File: src/rtl/m2v_recon_block.sv
// Reconstruction stage after the IDCT: residual + prediction, clipped to 0..255,
// streamed out as pixel pairs through a small skid FIFO under a read-credit scheme.
module m2v_recon_block #(
  parameter int FIFO_DEPTH = 2
) (
  input  logic       clk,
  input  logic       reset,
  input  logic       softreset,
  output logic       ready_recon,
  input  logic       block_start,
  input  logic       blk_coded,
  input  logic       blk_intra,
  output logic       pixel_coded,
  output logic [4:0] pixel_addr,
  input  logic [8:0] pixel_data0,
  input  logic [8:0] pixel_data1,
  output logic [4:0] pred_addr,
  input  logic [7:0] pred_data0,
  input  logic [7:0] pred_data1,
  output logic       out_valid,
  input  logic       out_ready,
  output logic [4:0] out_addr,
  output logic       out_last,
  output logic [7:0] out_data0,
  output logic [7:0] out_data1,
  output logic [1:0] state_dbg
);

  // Handshake: a pair transfers on a rising edge where out_valid & out_ready;
  // out_valid never drops and the pair never changes until that transfer happens.

  localparam int PW = (FIFO_DEPTH > 1) ? $clog2(FIFO_DEPTH) : 1;
  localparam int CW = $clog2(FIFO_DEPTH + 1);

  typedef enum logic [1:0] {
    IDLE  = 2'd0,
    RUN   = 2'd1,
    DRAIN = 2'd2
  } state_t;

  state_t          state;
  logic            intra_q;
  logic            rd_pend;
  logic [4:0]      rd_addr;
  logic [CW-1:0]   count;
  logic [PW-1:0]   wr_ptr;
  logic [PW-1:0]   rd_ptr;
  logic [20:0]     mem [FIFO_DEPTH];
  logic [20:0]     head;
  logic            pop;
  logic            issue;
  logic [CW:0]     credit;
  logic [7:0]      px0;
  logic [7:0]      px1;

  function automatic logic [7:0] recon(input logic coded, input logic intra,
                                       input logic [8:0] res, input logic [7:0] pred);
    logic [9:0] r;
    logic [9:0] p;
    logic [9:0] s;
    r = coded ? {res[8], res} : 10'd0;
    p = intra ? 10'd0 : {2'b00, pred};
    s = r + p;
    if (s[9])      return 8'h00;
    else if (s[8]) return 8'hff;
    else           return s[7:0];
  endfunction

  function automatic logic [PW-1:0] nxt(input logic [PW-1:0] ptr);
    return (ptr == PW'(FIFO_DEPTH - 1)) ? '0 : ptr + 1'b1;
  endfunction

  assign head      = mem[rd_ptr];
  assign out_valid = (count != '0);
  assign pop       = out_valid & out_ready;
  assign out_addr  = out_valid ? head[20:16] : 5'd0;
  assign out_data0 = out_valid ? head[15:8]  : 8'd0;
  assign out_data1 = out_valid ? head[7:0]   : 8'd0;
  assign out_last  = out_valid && (head[20:16] == 5'd31);
  assign pred_addr = pixel_addr;
  assign state_dbg = state;

  // A read may only launch if its data is guaranteed a FIFO slot on return.
  assign credit = {1'b0, count} + (CW+1)'(rd_pend) - (CW+1)'(pop);
  assign issue  = (state == RUN) && (credit < (CW+1)'(FIFO_DEPTH));

  assign px0 = recon(pixel_coded, intra_q, pixel_data0, pred_data0);
  assign px1 = recon(pixel_coded, intra_q, pixel_data1, pred_data1);

  always_ff @(posedge clk or posedge reset) begin
    if (reset) begin
      state       <= IDLE;
      ready_recon <= 1'b1;
      pixel_coded <= 1'b0;
      intra_q     <= 1'b0;
      pixel_addr  <= 5'd0;
      rd_pend     <= 1'b0;
      rd_addr     <= 5'd0;
    end else if (softreset) begin
      state       <= IDLE;
      ready_recon <= 1'b1;
      pixel_coded <= 1'b0;
      intra_q     <= 1'b0;
      pixel_addr  <= 5'd0;
      rd_pend     <= 1'b0;
      rd_addr     <= 5'd0;
    end else begin
      rd_pend <= issue;
      if (issue) rd_addr <= pixel_addr;
      case (state)
        IDLE: begin
          if (block_start) begin
            pixel_coded <= blk_coded;
            intra_q     <= blk_intra;
            pixel_addr  <= 5'd0;
            ready_recon <= 1'b0;
            state       <= RUN;
          end
        end
        RUN: begin
          if (issue) begin
            if (pixel_addr == 5'd31) state <= DRAIN;
            else                     pixel_addr <= pixel_addr + 5'd1;
          end
        end
        DRAIN: begin
          if (pop && out_last) begin
            ready_recon <= 1'b1;
            state       <= IDLE;
          end
        end
        default: state <= IDLE;
      endcase
    end
  end

  always_ff @(posedge clk or posedge reset) begin
    if (reset) begin
      count  <= '0;
      wr_ptr <= '0;
      rd_ptr <= '0;
    end else if (softreset) begin
      count  <= '0;
      wr_ptr <= '0;
      rd_ptr <= '0;
    end else begin
      if (rd_pend) wr_ptr <= nxt(wr_ptr);
      if (pop)     rd_ptr <= nxt(rd_ptr);
      count <= count + CW'(rd_pend) - CW'(pop);
    end
  end

  // Storage needs no reset: entries are only visible while count says so.
  always_ff @(posedge clk) begin
    if (rd_pend) mem[wr_ptr] <= {rd_addr, px0, px1};
  end

endmodule

File: config.mk
export PLATFORM = sky130hd
export DESIGN_NAME = m2v_recon_block
export DESIGN_NICKNAME = d
export VERILOG_FILES = /design/src/rtl/m2v_recon_block.sv
export SDC_FILE = /design/constraint.sdc
export NUM_CORES = 1
export LEC_CHECK = 0
export CAP_MARGIN = 20
export CORE_ASPECT_RATIO = 0.9
export CORE_MARGIN = 4
export CORE_UTILIZATION = 35
export DETAILED_ROUTE_END_ITERATION = 6
export HOLD_SLACK_MARGIN = 0.03
export PLACE_DENSITY = 0.66
export SYNTH_ARGS = -nofsm -noshare
export SYNTH_HDL_FRONTEND = slang
export SYNTH_SLANG_ARGS = --single-unit
export TNS_END_PERCENT = 1
File: constraint.sdc
create_clock -name clk -period 7.1 [get_ports clk]
set_input_delay 1.42 -clock clk [delete_from_list [all_inputs] [get_ports clk]]
set_output_delay 1.42 -clock clk [all_outputs]
set_load 0.01 [all_outputs]
* Word-level counts from Yosys, hierarchy flattened
Memories as Yosys holds them, arrays and structs flattened.
Cells that the tools add are included.
** Storage, ports and cells
- Flip-flop bits (word level) :: 20
- Bits in writable memories :: 42
- Input bits :: 41
- Output and inout bits :: 37
- Logic and storage cells :: 91
- Memories kept :: 1
** Memories
- mem :: depth 2, width 21, rd ports 1, clocked after memory_dff 0, wr ports 1, line 48 : logic [20:0] mem [FIFO_DEPTH];
** Operators by class
- Add/sub/neg operators :: 9
- $lt $le $gt $ge :: 1
- Equality and inequality tests :: 9
- Muxes and demuxes :: 44
- Bitwise logic cells :: 1
- Reductions and logical operators :: 16
** Operator list (count)
- $mux 8 :: 8
- $mux 5 :: 7
- $add 10x8->10 :: 2
- $mux 10 :: 2
- $mux 1 :: 18
- $mux 2 :: 6
- $ne 3x3->1 const B :: 4
- $reduce_bool 2->1 :: 6
- $eq 5x5->1 const B :: 2
- $pmux 5 s2 :: 1
- $reduce_and 4->1 :: 2
- $pmux 2 s3 :: 1
- $reduce_bool 3->1 :: 2
- $add 5x1->5 const B :: 1
- $add 2x1->3 :: 1
- $logic_and 1x1->1 :: 3
- $lt 3x2->1 const B :: 1
- $ne 3x2->1 const B :: 1
- $reduce_and 3->1 :: 1
- $sub 3x1->3 :: 1
- $add 1x1->1 const B :: 2
- $add 2x1->2 :: 1
- $eq 2x1->1 const B :: 1
- $eq 2x2->1 const B :: 1
- other kinds (5) :: 5

* Longest topological paths before layout
Gate-level depths: netlist of the first run.
- Word-level depth :: 8
- Gate-level depth with buffers :: 13
- Gate-level depth less buffers :: 13

* Least setup slack after synthesis of the first run
OpenSTA, ideal clock, no wires.
- Path kind :: input-to-reg
- From :: in out_ready
- To :: reg pixel_addr[0]
- Setup time :: 0.125 ns
- Data arrival time :: 3.359 ns
- Required time :: 6.975 ns
- Setup slack :: 3.616 ns
- Stages :: 10
- Buffers on the path :: 0
- Cell sequence :: and2_1 -> ha_1 -> inv_1 -> ha_1 -> inv_1 -> fa_1 -> and2_1 -> a311oi_4 -> nor2_1 -> mux2_2
** Between the ends
- Longest elaborated chain between the ends :: 6
** RTL lines
- start, declared :: line 21 : input logic out_ready,
- $and 1x1->1 :: line 75 : assign pop = out_valid & out_ready;
- $sub 3x1->3 :: line 84 : assign credit = {1'b0, count} + (CW+1)'(rd_pend) - (CW+1)'(pop);
- $lt 3x2->1 :: line 85 : assign issue = (state == RUN) && (credit < (CW+1)'(FIFO_DEPTH));
- $logic_and 1x1->1 :: line 85
- $ne 3x3->1 (no source line)
- $reduce_and 4->1 (no source line)
- end signal, assigned :: line 123 : else pixel_addr <= pixel_addr + 5'd1;
- end, declared :: line 14 : output logic [4:0] pixel_addr,
Every way passes these cells.
A chain may end at the register's enable or synchronous reset.

* Final worst setup path of the first run
- From :: in pred_data1[0]
- To :: mem mem[0][7] (data pin)
** Between the ends
- Longest elaborated chain between the ends :: 4
** RTL lines
- start, declared :: line 19 : input logic [7:0] pred_data1,
- $mux 8 * :: line 62 : p = intra ? 10'd0 : {2'b00, pred};
- $add 10x8->10 * :: line 63 : s = r + p;
- $mux 8 :: line 65 : else if (s[8]) return 8'hff;
- $mux 8 * :: line 64 : if (s[9]) return 8'h00;
- named net px1[7] :: line 54 : logic [7:0] px1;
- end, declared :: line 48
The timed path passes the listed nets; every way through them passes the cells marked *.

==> impl_metrics.json, run 1 <==
{
  "pwr-share-seq": 0.344,
  "cp-end-kind": "flop",
  "start_util": 0.357,
  "grt_pass1_wl_mm": 12.8,
  "p_total_w": 0.00134,
  "antennaDiodeCount": 0,
  "avgViaCountPerCell": 4.91,
  "die_h_um": 105,
  "met2_usage": 0.216,
  "wirelength_mm": 7.64,
  "core_um2": 10200,
  "cts_hold_buf": 0,
  "synth_cells": 337,
  "numCtsBuffers": 9,
  "grt_pass1_vias": 2740,
  "ys_types": 39,
  "cts.sinks": 62,
  "synth_area_um2": 3660,
  "grt_max_degree": 24,
  "htreeDepth": 3,
  "postRouteAntennaNets": 0,
  "p_int_w": 0.000957,
  "slew_headroom": 0.365,
  "hold_path_class": "flop to flop",
  "syn_avg_cell_area_um2": 10.9,
  "post_cts_buffers": 0,
  "seq_area_frac_synth": 0.481,
  "cts_root_buf": "clkbuf_16",
  "clockPowerShare": 0.342,
  "cts_tree": "done",
  "pwr-share-comb": 0.313,
  "fin_nets": 476,
  "drc": 0,
  "die_x_um": 116,
  "cts_buffer_depth": 2,
  "fin_crit_sh": 0.543,
  "ys.flop_type": "edfxtp_1",
  "syn_to_final_growth_pct": 32.8,
  "finalHoldViolations": 0,
  "grtUsageMet1": 0.170,
  "synth_top_cell_area_share": 0.344,
  "setup_tns_ps": 0,
  "syn_nets": 401,
  "setup_viol": 0,
  "arrival_ps": 3950,
  "critical_path_class": "primary input to flop",
  "cts.clk_slew.worst_paths_ps": 60,
  "synthArstFlopShare": 0.323,
  "drive_above_1_share": 0.0743,
  "io_pins": 78,
  "use_met3": 0.0353,
  "die_area_um2": 12200,
  "synth_top_cell_by_area": "edfxtp_1",
  "start_kind": "primary input",
  "final_cell_mix": "clkdlybuf4s50_1, edfxtp_1, nor2_1, a21oi_1, mux2i_1",
  "p_leak_nw": 1.85,
  "worst_pin_slew_ps": 952,
  "gp_congestion": 0.779,
  "yosys_warnings": 0,
  "whs_ps": 498,
  "layout_commonest_cell": "clkdlybuf4s50_1",
  "ys_ff_latch": 62,
  "dpl.hpwl_mm": 5.76,
  "finClkSkew_ps": 8.50,
  "power.switching_w": 0.000385,
  "top_usage_layer": "met2",
  "synthTopCellsByArea": "edfxtp_1, dfrtp_1, mux2i_1",
  "path_max_fanout": 9,
  "antenna_found_initial": 0,
  "powerDensity_nw_per_um2": 276,
  "grt_overflow": 0,
  "dr_total_vias": 2682,
  "ctsResizeCount": 0,
  "synth-edff-count": 42,
  "rows": 35,
  "slew_violations": 0,
  "drt_pre_antenna_iters": 4,
  "worstPathRequired_ps": 7200,
  "peakVddDrop_v": 0.000220,
  "wl_per_cell_um": 14.0,
  "track_usage": 0.130,
  "period_minus_slack_ps": 3860,
  "status": "finished clean",
  "swShare": 0.287,
  "max_freq_ghz": 0.259,
  "portBuffers": 77,
  "drv_cap": 0,
  "drt_iter0_drc": 86,
  "clock_latency_ps": 320,
  "rsz0062_at_grt": "no"
}
[power by group through the flow]
stage               combinational [W]  clock (W)  sequential (W)
global route                 0.000462   0.000486        0.000468
CTS                          0.000425   0.000467        0.000463
global placement             0.000415          0        0.000468
floorplan                    0.000249          0        0.000462
detailed placement           0.000421          0        0.000470
finish                       0.000421   0.000459        0.000462
[critical path, cell delays in order]
cell             delay [ps]
clkdlybuf4s50_1         390
nor2b_1                 130
ha_1                    270
fa_1                    440
a211oi_1                380
o211ai_1                150
o2bb2ai_2               210
and3_2                  240
a211oi_1                330
[sequential cells by signal, indices dropped and copies added (netlist names)]
name,cells
ready_recon,1
intra_q,1
rd_addr,5
state_dbg,2
count,2
pixel_coded,1
pixel_addr,5
rd_pend,1
rd_ptr,1
mem,42
wr_ptr,1
[synth_stat cells, types with 12 or more instances]
cell type / instances
edfxtp_1: 42
nand2_1: 12
nor2_1: 41
ha_1: 20
a21oi_1: 31
inv_1: 13
o21ai_0: 12
nor2b_1: 19
and2_1: 20
dfrtp_1: 19
mux2i_1: 27
[routing by layer]
metal	vias up	share of wire
li1	1358	-
met1	1268	0.46
met2	51	0.49
met3	5	0.046
met4	0	0.0058
met5	-	0
[kinds of logic (layout without fill, tap and decap cells)]
| logic type | after synthesis | count (layout) | synth area share |
|---|---|---|---|
| fa+ha+maj | 23 | 23 | 0.0847 |
| compound gates | 72 | 72 | 0.139 |
| mux | 28 | 28 | 0.0769 |
| flops | 62 | 62 | 0.481 |
| simple gates | 110 | 110 | 0.150 |
| buf+inv | 29 | 109 | 0.0366 |
| xor+xnor | 13 | 13 | 0.0311 |
[final timing paths]
path                               startpoint       endpoint  slack, ps  cells past startpoint
worst max-delay path            pred_data1[0]      mem[0][7]       3240                      9
worst min-delay path               rd_addr[4]     mem[0][20]        500                      0
worst max register to register       count[1]  pixel_addr[0]       3920                     13
worst min register to register     rd_addr[4]     mem[0][20]        500                      0
max in group asynchronous               reset  pixel_addr[1]       5070                      2
min in group asynchronous               reset   state_dbg[0]       1540                      2
[metrics by stage]
step	util	setup slack, ps	std cells	cell area [um^2]
2_1_floorplan	-	3620	337	3660
3_3_place_gp	0.442	2940	529	4530
3_5_place_dp	0.442	2910	529	4530
4_1_cts	0.473	3250	545	4850
5_1_grt	0.475	3030	546	4860
6_report	0.475	3240	546	4860
[layout make-up]
| class | count | area (um^2) |
|---|---|---|
| Inverter | 13 | 48.8 |
| Tap cell | 129 | 161 |
| Timing Repair Buffer | 80 | 801 |
| Clock buffer | 9 | 225 |
| Sequential cell | 62 | 1760 |
| Multi-Input combinational cell | 246 | 1770 |
| Fill cell | 973 | 5380 |
| Clock inverter | 7 | 96.3 |
No activity file was read; power rests on OpenSTA's default activity.
==> run 2, diff against run 1 <==
PLACE_DENSITY = 0.68   (was 0.66)
clock period = 3.2 ns   (was 7.1 ns; I/O delays follow)
==> run 2 against run 1 <==
  * Die area stayed put
  * Power is 130% higher
  * First-iteration DRC count is 35% higher
  * Sequential share of layout area is 0.84 points lower
  * Setup slack worse by 3000 ps
  * Non-clock buffer count is 10 higher
  * Design area is 2.4% higher
  * Count of clock-buffer cells in the layout stayed put
  * Clock skew is 3.0 ps lower
  * Worst hold slack worse by 12 ps
  * Largest power group is now the clock network
==> impl_metrics.json, run 2 (same netlist as run 1, synthesis figures left out) <==
{
  "gp_congestion": 0.769,
  "worstHoldStart": "rd_addr[1]",
  "post_cts_buffers": 0,
  "antennaDiodeCount": 0,
  "grt_overflow": 0,
  "cts_hold_buf": 0,
  "wirelength_mm": 7.68,
  "drt_pre_antenna_iters": 4,
  "crit_start": "out_ready",
  "crit_path_cell_trace": "clkdlybuf4s50_1, and2_1, ha_1, inv_1, ha_1, inv_1, fa_1, xnor2_1, and3_1, mux2i_1, nor2_1",
  "period_minus_slack_ps": 2990,
  "powerDensity_nw_per_um2": 628,
  "cts_buffer_depth": 2,
  "clockPowerShare": 0.370,
  "hold_path_class": "flop to flop",
  "die_h_um": 105,
  "stdcell_count": 556,
  "placed_cells": 539,
  "p_leak_nw": 1.92,
  "wl_per_cell_um": 13.8,
  "top_regs": "mem (42), pixel_addr (5), rd_addr (5)",
  "io_pins": 78,
  "regMostFlops": "mem",
  "die_area_um2": 12200,
  "dpl_cell_area_um2": 4600,
  "grt_pass1_wl_mm": 13.0,
  "pwr-share-comb": 0.303,
  "p_int_w": 0.00229,
  "postRouteAntennaNets": 0,
  "arrival_ps": 3160,
  "antenna_found_initial": 0,
  "path_max_fanout": 6,
  "rows": 35,
  "track_usage": 0.133,
  "drt_iter0_drc": 116,
  "syn_to_final_growth_pct": 35.9,
  "numCtsBuffers": 9,
  "peakVddDrop_v": 0.000399,
  "slowest_stage": "clkdlybuf4s50_1",
  "power.switching_w": 0.000840,
  "cts_root_buf": "clkbuf_16",
  "core_um2": 10200,
  "r2r-start": "count[1]",
  "clock_latency_ps": 320,
  "whs_ps": 486,
  "max_freq_ghz": 0.334,
  "finalHoldViolations": 0,
  "pwr-share-seq": 0.327,
  "avgViaCountPerCell": 4.94,
  "status": "finished clean",
  "largest_reg_flops": 42,
  "fin_util": 0.486,
  "slew_headroom": 0.290,
  "grt_pass1_vias": 2792,
  "r2r_cells": 12,
  "setup_viol": 0,
  "fin_nets": 486,
  "cts.sinks": 62,
  "rsz0062_at_grt": "no",
  "htreeDepth": 3,
  "swShare": 0.269,
  "final_cell_mix": "clkdlybuf4s50_1, edfxtp_1, nor2_1, a21oi_1, mux2i_1",
  "portBuffers": 77,
  "multi_input_area_um2": 1770,
  "fillCellCount": 927,
  "start_kind": "primary input",
  "critPathMaxStageDelay_ps": 440,
  "cts_tree": "done",
  "grt_max_degree": 24,
  "cp-end-kind": "flop",
  "slew_violations": 0,
  "drive_above_1_share": 0.0960,
  "drc": 0,
  "dpl.hpwl_mm": 5.81,
  "fin_crit_sh": 0.935,
  "die_x_um": 116,
  "drv_cap": 0,
  "start_util": 0.357,
  "ctsResizeCount": 0,
  "dr_total_vias": 2746,
  "finClkSkew_ps": 5.46,
  "critical_path_class": "primary input to flop",
  "seq_area_um2": 1760,
  "worstPathRequired_ps": 3370,
  "cts.clk_slew.worst_paths_ps": 50,
  "layout_commonest_cell": "clkdlybuf4s50_1",
  "worst_pin_slew_ps": 1060,
  "holdPathStages": 0,
  "fin_area_um2": 4980
}
run 2: area by class of cell:
cell class / count / share of cell area
multi-input cells: 246 / 0.355
inverters: 13 / 0.00980
repair buffers: 90 / 0.176
clock inverters: 7 / 0.0274
flip-flops and latches: 62 / 0.354
well taps: 129 / 0.0324
clock buffers: 9 / 0.0452
run 2: power by group through the flow:
stage                     sequential, W  clock [W]  combinational, W
after floorplan                 0.00103          0          0.000554
after global placement          0.00104          0          0.000932
after detailed placement        0.00104          0          0.000953
after CTS                       0.00102    0.00118          0.000959
after global routing            0.00103    0.00122           0.00104
final                           0.00102    0.00116          0.000949
run 2: metal layers:
layer,global-route usage,part of all wire
met5,0,0
met4,0.0481,0.013
met3,0.0249,0.035
met1,0.171,0.46
met2,0.221,0.50
run 2: per-stage QoR:
step / TNS [ps] / setup WS (ps) / power (W)
floorplan: 0 / 394 / 0.00158
global placement: -9.00 / -5.12 / 0.00197
detailed placement: -583 / -122 / 0.00199
CTS: 0 / 188 / 0.00316
global route: 0 / 74.1 / 0.00329
finish: 0 / 209 / 0.00313
run 2: critical path: cells and delay by family:
family / cells / cell delay (ps)
AND/OR/NAND/NOR: 3 / 650
buffers and inverters: 3 / 550
multiplexers: 1 / 250
adder cells (fa/ha/maj): 3 / 760
XOR/XNOR: 1 / 310
run 2: worst paths after layout:
| path | endpoint | slack [ps] |
|---|---|---|
| hold reg to reg | mem[0][17] | 490 |
| hold / removal | mem[0][17] | 490 |
| setup reg to reg | rd_addr[3] | 290 |
| max in group asynchronous | pixel_addr[0] | 1960 |
| min in group asynchronous | pixel_addr[1] | 760 |
| setup / recovery | rd_addr[3] | 210 |
